### src/rtl/alu_seq.sv
// alu_seq: Hack-style ALU with a sequential shift-add multiplier and a
// valid/ready handshake on both sides.
//
// Parameters
//   WIDTH      datapath width in bits (2..64)
// Ports
//   clk        clock; all state updates on the rising edge
//   rst_n      synchronous active-low reset
//   x, y       operands
//   zx,nx      zero / invert X before the core op
//   zy,ny      zero / invert Y before the core op
//   f          core op select when mul=0: 0 = AND, 1 = ADD
//   no         invert the core result
//   mul        1 = multiply (f ignored), takes WIDTH cycles
//   in_valid   operands and controls are valid
//   in_ready   an operation can be accepted this cycle
//   out        registered result
//   zr,ng      registered zero / negative flags of out
//   cy,ov      registered carry / signed overflow of an add (0 otherwise)
//   out_valid  out and flags are valid
//   out_ready  consumer takes the result this cycle
module alu_seq #(
  parameter int WIDTH = 16
) (
  input  logic             clk,
  input  logic             rst_n,
  input  logic [WIDTH-1:0] x,
  input  logic [WIDTH-1:0] y,
  input  logic             zx,
  input  logic             nx,
  input  logic             zy,
  input  logic             ny,
  input  logic             f,
  input  logic             no,
  input  logic             mul,
  input  logic             in_valid,
  output logic             in_ready,
  output logic [WIDTH-1:0] out,
  output logic             zr,
  output logic             ng,
  output logic             cy,
  output logic             ov,
  output logic             out_valid,
  input  logic             out_ready
);

  localparam int CW = $clog2(WIDTH + 1);

  typedef enum logic [1:0] {
    IDLE = 2'd0,
    MUL  = 2'd1,
    HOLD = 2'd2
  } state_t;

  state_t state, state_nxt;

  logic [WIDTH-1:0] mcand, mplier, acc;
  logic [CW-1:0]    cnt;
  logic             no_q;

  logic [WIDTH-1:0] x1, x2, y1, y2;
  logic [WIDTH:0]   sum;
  logic             add_cy, add_ov;
  logic [WIDTH-1:0] core, comb_res;
  logic [WIDTH-1:0] mul_step, mul_res;
  logic             accept, mul_done;

  // Operand pre-processing, single-cycle AND/ADD result and add flags.
  always_comb begin
    x1 = zx ? {WIDTH{1'b0}} : x;
    x2 = nx ? ~x1 : x1;
    y1 = zy ? {WIDTH{1'b0}} : y;
    y2 = ny ? ~y1 : y1;
    sum = {1'b0, x2} + {1'b0, y2};
    add_cy = sum[WIDTH];
    // Signed overflow: operands share a sign that the sum does not.
    add_ov = (x2[WIDTH-1] == y2[WIDTH-1]) && (sum[WIDTH-1] != x2[WIDTH-1]);
    core = f ? sum[WIDTH-1:0] : (x2 & y2);
    comb_res = no ? ~core : core;
  end

  // Multiply step: accumulator value after the current shift-add step.
  always_comb begin
    mul_step = acc + (mplier[0] ? mcand : {WIDTH{1'b0}});
    mul_res = no_q ? ~mul_step : mul_step;
  end

  // Handshake decode.
  always_comb begin
    in_ready = (state == IDLE) && (!out_valid || out_ready);
    accept = in_valid && in_ready;
    mul_done = (state == MUL) && (cnt == CW'(1));
  end

  // Next-state logic.
  always_comb begin
    state_nxt = state;
    case (state)
      IDLE: begin
        if (accept && mul) state_nxt = MUL;
        else state_nxt = IDLE;
      end
      MUL: begin
        if (cnt == CW'(1)) state_nxt = HOLD;
        else state_nxt = MUL;
      end
      HOLD: begin
        if (out_ready) state_nxt = IDLE;
        else state_nxt = HOLD;
      end
      default: state_nxt = IDLE;
    endcase
  end

  // State register.
  always_ff @(posedge clk) begin
    if (!rst_n) state <= IDLE;
    else state <= state_nxt;
  end

  // Datapath: result/flag registers, multiplier working registers.
  always_ff @(posedge clk) begin
    if (!rst_n) begin
      out       <= {WIDTH{1'b0}};
      zr        <= 1'b1;
      ng        <= 1'b0;
      cy        <= 1'b0;
      ov        <= 1'b0;
      out_valid <= 1'b0;
      cnt       <= {CW{1'b0}};
      mcand     <= {WIDTH{1'b0}};
      mplier    <= {WIDTH{1'b0}};
      acc       <= {WIDTH{1'b0}};
      no_q      <= 1'b0;
    end else begin
      case (state)
        IDLE: begin
          if (accept && mul) begin
            // Any previous result is consumed on this edge (in_ready held).
            mcand     <= x2;
            mplier    <= y2;
            acc       <= {WIDTH{1'b0}};
            cnt       <= CW'(WIDTH);
            no_q      <= no;
            out_valid <= 1'b0;
          end else if (accept) begin
            out       <= comb_res;
            zr        <= (comb_res == {WIDTH{1'b0}});
            ng        <= comb_res[WIDTH-1];
            cy        <= f & add_cy;
            ov        <= f & add_ov;
            out_valid <= 1'b1;
          end else if (out_ready) begin
            out_valid <= 1'b0;
          end
        end
        MUL: begin
          acc    <= mul_step;
          mcand  <= {mcand[WIDTH-2:0], 1'b0};
          mplier <= {1'b0, mplier[WIDTH-1:1]};
          cnt    <= cnt - CW'(1);
          if (mul_done) begin
            out       <= mul_res;
            zr        <= (mul_res == {WIDTH{1'b0}});
            ng        <= mul_res[WIDTH-1];
            cy        <= 1'b0;
            ov        <= 1'b0;
            out_valid <= 1'b1;
          end
        end
        HOLD: begin
          if (out_ready) out_valid <= 1'b0;
        end
        default: out_valid <= 1'b0;
      endcase
    end
  end

endmodule
### config.mk
export PLATFORM = sky130hd
export DESIGN_NAME = alu_seq
export DESIGN_NICKNAME = d
export VERILOG_FILES = /design/src/rtl/alu_seq.sv
export SDC_FILE = /design/constraint.sdc
export NUM_CORES = 1
export LEC_CHECK = 0
export ABC_AREA = 1
export BUFFER_PORTS_ARGS = -buffer_cell sky130_fd_sc_hd__buf_4
export CORE_AREA = 2 2 119 121
export DETAILED_ROUTE_END_ITERATION = 12
export DIE_AREA = 0 0 121 123
export PLACE_DENSITY_LB_ADDON = 0.12
export SYNTH_ARGS = -nofsm -noshare
export SYNTH_HDL_FRONTEND = slang
export SYNTH_SLANG_ARGS = --single-unit
### constraint.sdc
create_clock -name clk -period 5.7 [get_ports clk]
set_input_delay 1.425 -clock clk [delete_from_list [all_inputs] [get_ports clk]]
set_output_delay 1.425 -clock clk [all_outputs]
set_load 0.02 [all_outputs]
After elaboration in Yosys (flattened, before gate mapping)
Cells that the tools add are included.
- bits in latches: 0
- memory bits (writable): 0
- ROM bits: 0
- output and inout port bits: 22
- memories: 0
- flip-flop bits (word level): 77
- word-level logic and storage cells: 89
- equal/unequal tests: 9
- $lt $le $gt $ge: 0
- divide/modulo/power cells: 0
- $mul: 0
- bitwise logic cells: 7
- shifts and indexed selects: 0
- add/subtract/negate cells: 3
- reduce and logical (&&, ||, !) cells: 14
- multiplexer cells: 44
- operator list (kind ; count):
    $mux 16 ; 14
    $pmux 16 s2 ; 4
    $not 16->16 ; 4
    $logic_not 16->1 ; 2
    $add 16x16->17 ; 1
    $add 16x16->16 ; 1
    $and 16x16->16 ; 1
    $mux 1 ; 16
    $pmux 5 s2 ; 1
    $pmux 1 s2 ; 4
    $ne 2x2->1 const B ; 3
    $pmux 2 s3 ; 1
    $eq 5x1->1 const B ; 1
    $logic_and 1x1->1 ; 5
    $mux 5 ; 1
    $sub 5x1->5 const B ; 1
    $mux 2 ; 2
    $reduce_and 2->1 ; 2
    $reduce_and 4->1 ; 1
    $pmux 1 s3 ; 1
    $and 1x1->1 ; 2
    $eq 2x1->1 const B ; 1
    $eq 2x2->1 const B ; 1
    $logic_not 2->1 ; 1
    6 further kinds ; 6

Longest topological paths before layout
Gate-level depths: netlist of run 1.
- word-level depth: 11
- mapped depth: 26
- mapped depth without buffers: 25

Least setup slack after synthesis of run 1
No wires, ideal clock.
- path type: input port to flip-flop
- start: in zy
- end: reg zr
- cell stages on the path: 24
- path buffers: 1
- setup slack: 1.915 ns
- data arrival time: 3.727 ns
- cell sequence: inv_2 > buf_2 > nand2_1 > xor2_1 > inv_1 > ha_1 > inv_1 > fa_1 > xor2_1 > nand2_1 > o21ai_0 > xor2_1 > nand2_1 > nor2_1 > nand3_1 > nor2_1 > nand2_1 > nor2_1 > nand3_1 > nor2_1 > nand2_1 > nand2_1 > nand2_1 > nand2_1
- cells in the longest elaborated chain, start to end: 11
- elaborated cells between the ends (all ways): 12
- classes of those cells: add/sub (1); mux (7); bitwise (3); reduce/logical (1)
- ends and longest elaborated chain (element ; RTL line ; source):
    from (decl) ; 31 ; input logic zy,
    $mux 16 * ; 72 ; y1 = zy ? {WIDTH{1'b0}} : y;
    $not 16->16 ; 73 ; y2 = ny ? ~y1 : y1;
    $mux 16 * ; 73 ;
    $add 16x16->17 or $and 16x16->16 (tied branches) ; 74, 78 ;
    $mux 16 * ; 78 ; core = f ? sum[WIDTH-1:0] : (x2 & y2);
    $not 16->16 ; 79 ; comb_res = no ? ~core : core;
    $mux 16 * ; 79 ;
    $logic_not 16->1 * ; 148 ; zr <= (comb_res == {WIDTH{1'b0}});
    $mux 1 * ; 146 ; end else if (accept) begin
    $mux 1 * ; 138 ; if (accept && mul) begin
    $pmux 1 s2 * ; 136 ; case (state)
    to (signal assigned) ; 148 ;
    to (signal assigned) ; 164 ; zr <= (mul_res == {WIDTH{1'b0}});
    to (decl) ; 39 ; output logic zr,
Mark *: on every way between the ends. The rest lies on a longest branch, timed or not. The select of a mux whose other input is x is not followed.
A chain may end at the register's enable or synchronous reset.

Final worst setup path of run 1
- start: in zx
- end: reg zr
- cells in the longest elaborated chain, start to end: 11
- elaborated cells between the ends (all ways): 12
- classes of those cells: add/sub (1); mux (7); bitwise (3); reduce/logical (1)
- ends and longest elaborated chain (element ; RTL line ; source):
    from (decl) ; 29 ; input logic zx,
    $mux 16 * ; 70 ; x1 = zx ? {WIDTH{1'b0}} : x;
    $not 16->16 ; 71 ; x2 = nx ? ~x1 : x1;
    $mux 16 * ; 71 ;
    $add 16x16->17 or $and 16x16->16 (tied branches) ; 74, 78 ;
    $mux 16 * ; 78 ;
    $not 16->16 ; 79 ;
    $mux 16 * ; 79 ;
    $logic_not 16->1 * ; 148 ;
    $mux 1 * ; 146 ;
    $mux 1 * ; 138 ;
    $pmux 1 s2 * ; 136 ;
Marked as above.

==> results of run 1 <==
## layer usage
layer | GRT usage | routed length [um]
met2 | 0.444 | 8510
met1 | 0.342 | 8930
met3 | 0.0346 | 747
met5 | 0 | 0
met4 | 0.0952 | 494
## cell type report
type                            count  area, sq um
Fill cell                        1392         5990
Multi-Input combinational cell    852         4540
Sequential cell                    76         1520
Timing Repair Buffer               70          526
Inverter                          120          459
Clock buffer                       12          256
Tap cell                          180          225
Clock inverter                      4         95.1
## flip-flops by register name (all words and copies together) (netlist names)
| register | count |
|---|---|
| out | 16 |
| zr | 1 |
| state | 2 |
| cnt | 5 |
| mplier | 16 |
| cy | 1 |
| ov | 1 |
| out_valid | 1 |
| no_q | 1 |
| mcand | 16 |
| acc | 16 |
## final timing paths
path | from | end | slack (ns) | depth (start not counted)
min reg2reg | mplier[2] | mplier[2] | 0.46 | 2
max | zx | zr | 1.69 | 23
max reg2reg | mplier[0] | zr | 2.61 | 18
min | mplier[2] | mplier[2] | 0.46 | 2
## cells by family after synthesis
logic type      after synthesis  share of synthesized area
fa+ha+maj                    35                     0.0667
simple gates                621                      0.418
flops                        76                      0.224
xor+xnor                     39                     0.0543
buf+inv                     172                      0.110
compound gates              157                      0.127
## layout by cell type (no fill, tap or decap), types with 11 or more instances in the layout
cell type	instances
a21oi_1	91
a31oi_1	24
buf_4	70
dfxtp_1	76
ha_1	33
inv_1	100
inv_2	16
nand2_1	358
nand2_2	31
nand2_4	11
nand3_1	132
nand4_1	11
nor2_1	30
nor3_1	19
o21ai_0	21
xor2_1	31
## worst register-to-register path, stage by stage, from the launching register on
cell and delay [ns]:
dfxtp_1 0.71, nand2_1 0.11, inv_1 0.08, ha_1 0.29
nand2_1 0.11, a21oi_1 0.08, nor2_1 0.09, nand2_1 0.09
a21oi_1 0.26, nor2_1 0.07, nor2_1 0.23, xnor2_1 0.21
xor2_1 0.22, nand2_1 0.07, nor2_1 0.10, nand4_1 0.11
nand2_1 0.09, nand2_1 0.05, nand2_1 0.06
## power by group through the flow
stage | Sequential (mW) | Combinational (mW) | Clock, mW
final | 0.601 | 0.641 | 0.674
after floorplan | 0.622 | 0.459 | 0
after global placement | 0.611 | 0.632 | 0
after detailed placement | 0.612 | 0.636 | 0
after global routing | 0.606 | 0.717 | 0.705
after CTS | 0.601 | 0.638 | 0.686
## metrics by stage
stage           util  cell area (sq um)  instances  setup WS, ns
4_1_cts        0.560               7620       1314          1.73
2_1_floorplan      -               6790       1100          1.91
5_1_grt        0.560               7620       1314          1.27
3_3_place_gp   0.534               7270       1298          1.40
6_report       0.560               7620       1314          1.69
3_5_place_dp   0.534               7270       1298          1.37
==> results.py, run 1 <==
metrics = {
    "critical_path": {
        "worst_ep_arrival_time_ns": 4.29,
        "crit_required_ns": 5.98,
        "endpoint_kind": "register",
        "critical-path-top-delay-family": "simple AND/OR/NAND/NOR gates",
        "critical_path_class": "input pin to register",
        "start_kind": "input pin",
        "cpMaxStageDelayCell": "fa_1",
        "crit_chain": "buf_4 -> inv_2 -> nand2_1 -> xor2_1 -> ha_1 -> inv_1 -> fa_1 -> xor2_1 -> nand2_1 -> o21ai_0 -> xor2_1 -> nand2_1 -> nor2_1 -> nand3_1 -> nor2_1 -> nand2_1 -> nor2_1 -> nand3_1 -> nor2_1 -> nand2_1 -> nand2_1 -> nand2_1 -> nand2_1",
        "cpMostUsedCell": "nand2_1",
        "max_stage_delay_ns": 0.39,
        "path_max_fanout": 27,
        "cp_num_buf_inv": 3,
    },
    "sta": {
        "fmax_mhz": 250,
        "relSlewSlack": 0.467,
        "finalHoldViolCount": 0,
        "setup_viol": 0,
        "maxSlewViolCount": 0,
        "holdWs_ns": 0.464,
        "fin_crit_ns": 4.01,
        "tightest_slew_ns": 0.798,
        "final.setup_skew_ns": 0.00646,
        "tns_ns": 0,
        "min_period_over_period": 0.703,
        "rsz0062_at_grt": "false",
    },
    "drt": {
        "drt_wl_total_um": 18700,
        "routed-via-count": 7016,
        "ant_nets": 0,
        "drt-pass1-iter-count": 5,
        "wl_per_cell_um": 14.2,
        "route.detailed.drc": 0,
        "avgViaCountPerCell": 5.34,
        "drt_iter0_drc": 477,
    },
    "pwr": {
        "internal_power_mw": 1.25,
        "leakagePower_nw": 3.71,
        "ir_drop_uv": 217,
        "switchingPower_mw": 0.670,
        "total_power_mw": 1.92,
        "p_sw_frac": 0.350,
        "combPwrFrac": 0.335,
        "pwr-share-seq": 0.314,
        "pwr-share-clk": 0.352,
        "p_per_area_nw_per_um2": 251,
    },
    "cts": {
        "cts_buffer_depth": 2,
        "clkLatencyLatePin_ns": 0.34,
        "htreeDepth": 3,
        "hold_buffers": 0,
        "cts_tree": "yes",
        "cts_setup_buffers": 0,
        "post_cts_resized": 0,
        "clk_pin_slew_ns": 0.06,
        "clock_sinks": 76,
        "cts_buffers": 9,
        "cts_root_buf": "clkbuf_16",
    },
    "grt": {
        "grt.total_usage": 0.262,
        "grt_pass1_vias": 6487,
        "grt_max_degree": 71,
        "antenna_found_initial": 0,
        "grt_overflow": 0,
        "grt_pass1_wl_um": 31200,
    },
    "place": {
        "gp_congestion": 0.910,
        "portBuffers": 64,
        "hpwl_um": 14100,
    },
    "final_layout": {
        "final_nets": 1207,
        "diodes": 0,
        "area_growth_pct": 12.2,
        "drive_gt1_frac": 0.153,
    },
    "synthesis": {
        "synth_area_leaders": "dfxtp_1 22%, nand2_1 20%, nand3_1 9.7%",
        "synth_most_common_cell": "nand2_1",
        "synth.ff_latch_count": 76,
        "syn-num-nets": 1178,
        "synth-main-ff-cell": "dfxtp_1",
        "yosys_warnings": 0,
        "async_flop_share": 0,
        "synth_edf_count": 0,
        "syn_inst": 1100,
        "yosysTopAreaCell": "dfxtp_1",
        "yosysTopAreaCellShare": 0.224,
        "syn-cell-area_sq_um": 6790,
        "synth.avg_cell_area_sq_um": 6.18,
        "yosys.cell_types.count": 45,
        "synth-seq-area-share": 0.224,
        "ys_top_cells_by_count": "358 x nand2_1, 132 x nand3_1, 100 x inv_1",
    },
    "floorplan": {
        "start_util": 0.499,
        "rows": 43,
        "io_pins": 65,
        "core-area_sq_um": 13600,
        "die_width_um": 121,
        "die_height_um": 123,
        "die_area_sq_um": 14900,
    },
    "flow_run": {
        "timing.max_cap.violations": 0,
    },
    "outcome": {
        "outcome": "completed",
    },
    "hold_path": {
        "hp-class": "register to register",
    },
}
Note: power is estimated with default switching activity, not from simulation.
==> inputs of run 2 (changes only) <==
--- a/config.mk
+++ b/config.mk
@@ -5,11 +5,11 @@
 export SDC_FILE = /design/constraint.sdc
 export NUM_CORES = 1
 export LEC_CHECK = 0
-export ABC_AREA = 1
+export ABC_AREA = 0
 export BUFFER_PORTS_ARGS = -buffer_cell sky130_fd_sc_hd__buf_4
-export CORE_AREA = 2 2 119 121
+export CORE_AREA = 2 2 115 117
 export DETAILED_ROUTE_END_ITERATION = 12
-export DIE_AREA = 0 0 121 123
+export DIE_AREA = 0 0 117 119
 export PLACE_DENSITY_LB_ADDON = 0.12
 export SYNTH_ARGS = -nofsm -noshare
 export SYNTH_HDL_FRONTEND = slang
==> constraint.sdc (replaced) <==
create_clock -name clk -period 4.2 [get_ports clk]
set_input_delay 1.05 -clock clk [delete_from_list [all_inputs] [get_ports clk]]
set_output_delay 1.05 -clock clk [all_outputs]
set_load 0.02 [all_outputs]
==> results.py, run 2 <==
metrics = {
    "outcome": {
        "outcome": "completed",
    },
    "sta": {
        "tightest_slew_ns": 0.985,
        "maxSlewViolCount": 0,
        "finalHoldViolCount": 0,
        "min_period_over_period": 0.967,
        "relSlewSlack": 0.343,
        "setup_viol": 0,
        "tns_ns": 0,
        "holdWs_ns": 0.459,
        "fmax_mhz": 246,
        "fin_crit_ns": 4.06,
        "setup_ws_ns": 0.137,
        "final.setup_skew_ns": 0.0109,
    },
    "grt": {
        "grt_overflow": 0,
        "grt.total_usage": 0.270,
        "grt_pass1_wl_um": 29300,
        "grt_max_degree": 77,
        "antenna_found_initial": 0,
        "grt_pass1_vias": 5793,
    },
    "drt": {
        "wl_per_cell_um": 16.6,
        "drt_iter0_drc": 364,
        "avgViaCountPerCell": 5.55,
        "route.detailed.drc": 0,
        "routed-via-count": 6131,
        "drt_wl_total_um": 18400,
        "ant_nets": 0,
        "drt-pass1-iter-count": 5,
    },
    "synthesis": {
        "synth.ff_latch_count": 76,
        "synthSimpleGateAreaFrac": 0.249,
        "ys_top_cells_by_count": "92 x nand2_1, 76 x dfxtp_1, 64 x xnor2_1",
        "synth.avg_cell_area_sq_um": 7.85,
        "synth-seq-area-share": 0.239,
        "synth_top_family_by_area": "simple AND/OR/NAND/NOR gates",
        "syn-cell-area_sq_um": 6350,
        "muxShareOfSynthArea": 0.0538,
        "yosys_warnings": 0,
        "async_flop_share": 0,
        "synthAdderAreaFrac": 0.0713,
        "yosysTopAreaCell": "dfxtp_1",
        "syn_inst": 810,
        "synth-main-ff-cell": "dfxtp_1",
        "syn-num-nets": 888,
        "synth_edf_count": 0,
        "yosys.cell_types.count": 65,
        "synth_area_leaders": "dfxtp_1 24%, xnor2_1 8.8%, ha_1 6.5%",
        "synth_xor_area_frac": 0.143,
        "synth_compound_area_frac": 0.204,
        "synth_most_common_cell": "nand2_1",
        "yosysTopAreaCellShare": 0.239,
    },
    "cts": {
        "clock_sinks": 76,
        "cts_buffers": 9,
        "clkLatencyLatePin_ns": 0.35,
        "hold_buffers": 0,
        "cts_root_buf": "clkbuf_16",
        "htreeDepth": 3,
        "cts_tree": "yes",
        "cts_buffer_depth": 2,
        "clk_pin_slew_ns": 0.06,
    },
    "pwr": {
        "p_per_area_nw_per_um2": 337,
        "ir_drop_uv": 210,
        "combPwrFrac": 0.390,
        "total_power_mw": 2.68,
        "internal_power_mw": 1.75,
        "pwr-share-seq": 0.306,
        "switchingPower_mw": 0.933,
        "pwr-share-clk": 0.304,
        "leakagePower_nw": 3.42,
        "p_sw_frac": 0.348,
    },
    "final_layout": {
        "instances_no_fill": 1105,
        "diodes": 0,
        "final_area_sq_um": 7950,
        "drive_gt1_frac": 0.213,
        "layout_common_cells": "153 x buf_4, 92 x nand2_1, 76 x dfxtp_1",
        "final_common_cell": "buf_4",
        "area_growth_pct": 25.1,
        "postLayoutCoreUtil": 0.618,
        "final_nets": 1002,
    },
    "floorplan": {
        "io_pins": 65,
        "rows": 42,
        "die_area_sq_um": 13900,
        "start_util": 0.494,
        "die_height_um": 119,
        "die_width_um": 117,
        "core-area_sq_um": 12900,
    },
    "place": {
        "hpwl_um": 14000,
        "place_area_sq_um": 7560,
        "portBuffers": 64,
        "gp_congestion": 1.01,
        "dp.cells": 1088,
        "preCtsSetupSlack_ns": -0.287,
    },
    "hold_path": {
        "hp-class": "register to register",
    },
    "critical_path": {
        "critical_path_class": "input pin to register",
        "worst_ep_arrival_time_ns": 4.33,
        "path_max_fanout": 7,
        "crit_required_ns": 4.47,
        "start_kind": "input pin",
        "endpoint_kind": "register",
    },
    "flow_run": {
        "timing.max_cap.violations": 0,
    },
}
==> run 2: cell count changes in the layout (fill, tap and decap cells not counted), sizes merged, moves of 25 or more <==
cell	previous run	this run
nand2	400	92
nand3	142	35
inv	118	13
buf	70	153
xnor2	6	65
a21oi	92	39
and2	0	45
o21ai	24	60
mux2i	0	33
a21boi	0	25
==> run 2: per-layer routing <==
layer | GRT usage | wire length [um]
met5 | 0 | 0
met4 | 0.0831 | 420
met3 | 0.0438 | 925
met2 | 0.441 | 8670
met1 | 0.362 | 8360
==> run 2: layout make-up <==
type | instances | area (sq um)
clock buffers | 10 | 239
clock inverters | 6 | 70.1
fillers | 1170 | 4920
inverters | 13 | 48.8
multi-input cells | 671 | 4700
flip-flops and latches | 76 | 1520
well taps | 176 | 220
repair buffers | 153 | 1150
==> run 2: what timing repair did <==
item,CTS,global route
buffers inserted,0,1
endpoints found under the setup margin,0,2
endpoints found under the hold margin,0,0
gates resized for setup,0,10
==> run 2: kinds of logic (layout without fill, tap and decap cells) <==
logic type / count (synthesis) / count (layout)
simple gates: 307 / 307
mux: 34 / 34
compound gates: 195 / 195
buf+inv: 63 / 182
xor+xnor: 100 / 100
fa+ha+maj: 35 / 35
flops: 76 / 76
==> run 2: path summary, 6_finish.rpt <==
check	from	endpoint	slack, ns	cells past startpoint
hold reg to reg	out[1]	out[1]	0.46	2
setup reg to reg	mplier[0]	zr	0.68	13
setup / recovery	zx	zr	0.14	14
hold / removal	out[1]	out[1]	0.46	2
==> run 2: worst max-delay path, cell delays in order <==
cell and delay (ns):
buf_4 0.12, buf_4 0.15, nor2b_1 0.22, xnor2_2 0.13
fa_2 0.41, or4_4 0.50, and4_1 0.19, a31oi_1 0.19
xor2_1 0.18, mux2i_1 0.11, or4_4 0.44, a2111oi_4 0.31
nand4bb_1 0.15, a41oi_2 0.17
==> run 2: power groups by stage <==
stage | Clock [mW] | Combinational (mW) | Sequential, mW
global route | 0.857 | 1.14 | 0.827
global placement | 0 | 1.00 | 0.833
finish | 0.816 | 1.05 | 0.821
floorplan | 0 | 0.610 | 0.855
detailed placement | 0 | 1.02 | 0.836
CTS | 0.826 | 1.02 | 0.820
